--- src/rtl/yc_noc_pkg.sv ---
// Shared NoC helpers: index-width sizing, explicit-wrap increment, arbiter state type.
// Latency: n/a (package only).
// Backpressure: n/a (package only).
package yc_noc_pkg;

    typedef enum logic {
        ARB_UNLOCKED = 1'b0,
        ARB_LOCKED   = 1'b1
    } yc_arb_st_e;

    function automatic int yc_idx_w(input int n);
        return (n <= 2) ? 1 : $clog2(n);
    endfunction

    // Depths need not be powers of two, so the wrap is an explicit compare.
    function automatic logic [31:0] yc_wrap_inc(input logic [31:0] idx, input int n);
        return (idx >= 32'(n - 1)) ? 32'd0 : idx + 32'd1;
    endfunction

endpackage

--- src/rtl/yc_rr_arb.sv ---
// Round-robin arbiter with a grant lock; owns the rr pointer and the lock state.
// Latency: grant is combinational from req while unlocked, registered while locked.
// Backpressure: lock freezes the grant until advance; advance moves rr_ptr past the winner.
module yc_rr_arb
    import yc_noc_pkg::*;
#(
    parameter  int N  = 4,
    localparam int IW = yc_idx_w(N)
) (
    input  logic          clk,
    input  logic          rst,
    input  logic [N-1:0]  req,
    input  logic          lock,
    input  logic          advance,
    output logic [IW-1:0] gnt_idx,
    output logic          gnt_valid
);

    yc_arb_st_e    st;
    logic [IW-1:0] rr_ptr;
    logic [IW-1:0] held_idx;
    logic [IW-1:0] srch_idx;
    logic          srch_hit;

    // Scan from the farthest offset down so the nearest requester to rr_ptr wins.
    always_comb begin
        srch_idx = '0;
        srch_hit = 1'b0;
        for (int i = N - 1; i >= 0; i--) begin
            int c;
            c = int'(rr_ptr) + i;
            if (c >= N) c = c - N;
            if (req[IW'(c)]) begin
                srch_idx = IW'(c);
                srch_hit = 1'b1;
            end
        end
    end

    assign gnt_idx   = (st == ARB_LOCKED) ? held_idx : srch_idx;
    assign gnt_valid = (st == ARB_LOCKED) || srch_hit;

    always_ff @(posedge clk) begin
        if (rst) begin
            st       <= ARB_UNLOCKED;
            rr_ptr   <= '0;
            held_idx <= '0;
        end else if (advance) begin
            rr_ptr <= IW'(yc_wrap_inc(32'(gnt_idx), N));
            st     <= ARB_UNLOCKED;
        end else if (lock) begin
            st       <= ARB_LOCKED;
            held_idx <= gnt_idx;
        end
    end

endmodule

--- src/rtl/yc_vc_buf.sv ---
// Multi-VC ingress buffer: per-VC circular FIFOs in one flat array, RR-arbitrated output.
// Latency: 1 cycle push-to-m_valid, no bypass. Backpressure: per-VC s_ready from registered count;
// a stalled output holds m_vc/m_data. Optional ports level/almost_full under YC_VCBUF_LEVEL_EN.
module yc_vc_buf
    import yc_noc_pkg::*;
#(
    parameter  int W      = 32,
    parameter  int NUM_VC = 4,
    parameter  int DEPTH  = 3,
    localparam int VCW    = yc_idx_w(NUM_VC),
    localparam int CW     = $clog2(DEPTH + 1)
) (
    input  logic                 clk,
    input  logic                 rst,
    input  logic                 s_valid,
    input  logic [VCW-1:0]       s_vc,
    input  logic [W-1:0]         s_data,
    output logic [NUM_VC-1:0]    s_ready,
    output logic                 m_valid,
    output logic [VCW-1:0]       m_vc,
    output logic [W-1:0]         m_data,
    input  logic                 m_ready
`ifdef YC_VCBUF_LEVEL_EN
    ,
    output logic [NUM_VC*CW-1:0] level,
    output logic [NUM_VC-1:0]    almost_full
`endif
);

    localparam int IW = yc_idx_w(DEPTH);
    localparam int AW = yc_idx_w(NUM_VC * DEPTH);

    logic [W-1:0]        mem    [NUM_VC*DEPTH];
    logic [CW-1:0]       cnt    [NUM_VC];
    logic [IW-1:0]       wr_idx [NUM_VC];
    logic [IW-1:0]       rd_idx [NUM_VC];
    logic [NUM_VC-1:0]   nonempty;
    logic [NUM_VC-1:0]   push_v;
    logic [NUM_VC-1:0]   pop_v;
    logic [VCW-1:0]      gnt;
    logic                gnt_vld;
    logic                pop;
    logic [AW-1:0]       rd_addr;

    assign pop = gnt_vld && m_ready;

    // Out-of-range s_vc matches no v, so such writes fall through untouched.
    always_comb begin
        for (int v = 0; v < NUM_VC; v++) begin
            s_ready[v]  = int'(cnt[v]) < DEPTH;
            nonempty[v] = cnt[v] != '0;
            push_v[v]   = s_valid && (int'(s_vc) == v) && (int'(cnt[v]) < DEPTH);
            pop_v[v]    = pop && (int'(gnt) == v);
        end
    end

    yc_rr_arb #(.N(NUM_VC)) u_arb (
        .clk       (clk),
        .rst       (rst),
        .req       (nonempty),
        .lock      (gnt_vld && !m_ready),
        .advance   (pop),
        .gnt_idx   (gnt),
        .gnt_valid (gnt_vld)
    );

    assign rd_addr = AW'(int'(gnt) * DEPTH + int'(rd_idx[gnt]));
    assign m_valid = gnt_vld;
    assign m_vc    = gnt;
    assign m_data  = mem[rd_addr];

    always_ff @(posedge clk) begin
        for (int v = 0; v < NUM_VC; v++) begin
            if (push_v[v]) mem[AW'(v * DEPTH + int'(wr_idx[v]))] <= s_data;
        end
    end

    always_ff @(posedge clk) begin
        if (rst) begin
            for (int v = 0; v < NUM_VC; v++) begin
                cnt[v]    <= '0;
                wr_idx[v] <= '0;
                rd_idx[v] <= '0;
            end
        end else begin
            for (int v = 0; v < NUM_VC; v++) begin
                if (push_v[v]) wr_idx[v] <= IW'(yc_wrap_inc(32'(wr_idx[v]), DEPTH));
                if (pop_v[v])  rd_idx[v] <= IW'(yc_wrap_inc(32'(rd_idx[v]), DEPTH));
                case ({push_v[v], pop_v[v]})
                    2'b10:   cnt[v] <= cnt[v] + CW'(1);
                    2'b01:   cnt[v] <= cnt[v] - CW'(1);
                    default: cnt[v] <= cnt[v];
                endcase
            end
        end
    end

`ifdef YC_VCBUF_LEVEL_EN
    always_comb begin
        for (int v = 0; v < NUM_VC; v++) begin
            level[v*CW +: CW] = cnt[v];
            almost_full[v]    = int'(cnt[v]) >= DEPTH - 1;
        end
    end
`endif

endmodule

--- config.mk ---
export PLATFORM = sky130hd
export DESIGN_NAME = yc_vc_buf
export DESIGN_NICKNAME = d
export VERILOG_FILES = /design/src/rtl/yc_noc_pkg.sv /design/src/rtl/yc_rr_arb.sv /design/src/rtl/yc_vc_buf.sv
export SDC_FILE = /design/constraint.sdc
export NUM_CORES = 1
export LEC_CHECK = 0
export CORE_MARGIN = 1
export CORE_UTILIZATION = 60
export DETAILED_ROUTE_END_ITERATION = 7
export DONT_BUFFER_PORTS = 1
export GPL_ROUTABILITY_DRIVEN = 0
export HOLD_SLACK_MARGIN = 0.08
export PLACE_DENSITY_LB_ADDON = 0.1
export SLEW_MARGIN = 20
export SYNTH_ARGS = -nofsm -noshare
export SYNTH_HDL_FRONTEND = slang
export SYNTH_SLANG_ARGS = --single-unit
--- constraint.sdc ---
create_clock -name clk -period 6.3 [get_ports clk]
set_input_delay 0 -clock clk [delete_from_list [all_inputs] [get_ports clk]]
set_output_delay 0 -clock clk [all_outputs]
set_load 0.03 [all_outputs]
==> flow_summary.ini <==
[detailed_routing]
routed_wl_mm = 32.72
drt_iter0_drc = 541
drt_pass1_iterations = 5
wl_per_cell_um = 24.38
drc = 0
routed-via-count = 8176
routed_via_density = 6.092
final_antenna_net_count = 0

[cells_and_area]
utilization_pct = 70.21
area_growth_pct = 13.81
drive_gt1_share_pct = 21.18
nets = 1012
design_area_um2 = 19130

[worst_setup_path]
crit_chain = inv_1, ha_1, mux2i_1, nor3_2, a21oi_1, a21oi_1, o31a_1, clkinvlp_4, mux4_2, fa_1, ha_4, inv_1, fa_4, buf_6, mux4_2, mux2i_1, a21oi_1
reg2reg_depth = 8
r2r_end = mem[7][16]
reg2reg_slack_ns = 2.66
cp_top_family = adder cells
crit_arrival_ns = 5.98
reg2reg_from = cnt[2][0]
cp-start-kind = flip-flop
critPathRequiredTime_ns = 6.30
worstSetupStartpoint = cnt[3][0]
critPathKind = flip-flop to output pin
cpMostUsedCell = a21oi_1
endpoint_kind = output pin
cp_max_fo = 12
crit_cells = 17
crit_path_end = m_data[1]
slowest_stage = fa_4
critPathBufInv = 4
slowest_delay_ns = 0.98

[yosys]
synth_top_cell_by_area = edfxtp_1
yosysMostFrequentCell = edfxtp_1
synth_cells = 873
synth_edf_count = 408
synthArstFlopShare_pct = 0
synth.area.top_cells = edfxtp_1 73%, mux4_2 13%, ha_1 2.5%
synthTopCellsByCount = 408 x edfxtp_1, 97 x mux4_2, 85 x nor2_1, 42 x a21oi_1, 37 x mux2i_1
synth_warnings = 0
syn_nets = 947
ys_ff_latch = 413
synth_cell_types = 45
syn_avg_cell_area_um2 = 19.26
ys.flop_type = edfxtp_1
seq_area_frac_synth_pct = 73.48
synthesis.area_um2 = 16810
synth.top_cell.area_share_pct = 72.88

[clocking]
clkTransAtPathRegs_ns = 0.06
cts_buffer_depth = 3
cts_tree = done
cts-root-buf = clkbuf_16
clk_latency_ns = 0.54
cts_max_level = 2
cts.sinks = 413
cts_made_buffers = 40

[status]
status = completed

[placed_design]
io_buffers = 0
place_area_um2 = 17430
dp_hpwl_mm = 18.08

[power]
peakVddDrop_mv = 0.5208
p_leak_uw = 0.006285
power.density_nw_per_um2 = 508.1

[run]
cap_viol_max_count = 0

[timing]
worst_pin_slew_ns = 1.001
hold_violations = 0
fmax_mhz = 167.2
fin_crit_sh_pct = 94.92
final-setup-viol-count = 0
rsz0062_at_grt = no
max_slew_margin_pct = 33.01
finClkSkew_ns = 0.01773
hold_slack_ns = 0.08949
maxSlewViolCount = 0
tns_ns = 0
layout_min_cycle_time_ns = 5.980

[grt]
grt_pass1_vias = 8680
gr-total-overflow = 0
antenna_found_initial = 2
grt_start_max_net_pins = 47
grtUsageTotal_pct = 23.96
grt_pass1_wl_mm = 50.52

[floorplan]
dieHeight_um = 169.4
num_rows = 60
core_area_um2 = 27250
io_pins = 77
die_area_um2 = 28690
start_util_pct = 61.69
die_w_um = 169.4

[worst_hold_path]
min_path_type = input port to flip-flop
-- worst reg2reg max path: stages, from the launching register on --
cell and delay (ns):
edfxtp_1 0.53, nand2_1 0.35, or3b_1 0.49, inv_2 0.14, a211oi_1 0.06, o31ai_1 0.36, nand2_1 0.29, nor2_4 0.68
buf_4 0.42
-- layout make-up --
type                            count  area, um^2
Clock buffer                       53        1092
Tap cell                          372       465.4
Inverter                           27       107.6
Multi-Input combinational cell    393        4337
Clock inverter                     19       157.7
Sequential cell                   413       12350
Antenna cell                        2       5.005
Timing Repair Buffer               63       614.3
Fill cell                        1721        8119
-- worst min-delay path by stage --
stage,startpoint,endpoint,slack [ns],cells after the start
detailed placement,rst,u_arb.rr_ptr[0],0.08,1
global placement,rst,u_arb.st,0.08,1
CTS,s_valid,wr_idx[1][1],0.08,3
floorplan,s_data[0],mem[0][0],0.1,0
finish,s_valid,wr_idx[1][1],0.09,3
global route,s_valid,wr_idx[1][1],0.13,3
-- through the flow --
| stage | cells | total power [uW] | setup slack, ns |
|---|---|---|---|
| after floorplan | 873 | 6604 | 1.473 |
| after global placement | 1227 | 7379 | 0.9385 |
| after detailed placement | 1227 | 7460 | 0.7158 |
| after CTS | 1339 | 9779 | 0.1405 |
| after global routing | 1341 | 10190 | 0.01166 |
| final | 1342 | 9722 | 0.3203 |
-- per-layer routing --
metal / GRT usage (%) / wire length [um] / up-vias
met5: 0 / 0 / -
met4: 5.210 / 430 / 0
met3: 5.224 / 1982 / 39
met2: 40.45 / 16770 / 227
met1: 32.44 / 13540 / 4268
li1: - / - / 3642
-- power breakdown --
group | internal [uW] | switching [uW] | leakage, uW
registers | 3120 | 49.0 | 0.00376
clock network | 1310 | 960 | 0.000598
logic | 1740 | 2550 | 0.00193
-- repair_timing --
item                                   4_1_cts  5_1_grt
gates resized for setup                      0        9
hold buffers                                40        0
endpoints found under the hold margin      437        0
setup buffers                                0        1
setup endpoints to repair                    0       23
-- cell usage in the layout, fill, tap and decap left out, drive strengths merged, types with 11 or more instances in the layout --
master / n
clkbuf: 53
clkinv: 14
nor2: 86
mux2i: 37
a21oi: 43
nor3: 15
nand2b: 11
dlygate4sd3: 40
edfxtp: 408
nand2: 16
ha: 34
inv: 26
mux4: 97
buf: 23
-- flip-flops by register name (all words and copies together), names as in the netlist --
signal          flops
cnt                 8
u_arb.held_idx      2
u_arb.st            1
mem               384
wr_idx              8
rd_idx              8
u_arb.rr_ptr        2
-- logic make-up after synthesis --
| logic type | after synthesis | synth area share (%) |
|---|---|---|
| mux | 134 | 15.20 |
| fa+ha+maj | 36 | 2.769 |
| simple gates | 152 | 4.153 |
| compound gates | 68 | 2.628 |
| flops | 413 | 73.48 |
| xor+xnor | 3 | 0.1563 |
| buf+inv | 67 | 1.615 |
Power figures use the tool's default switching activity.
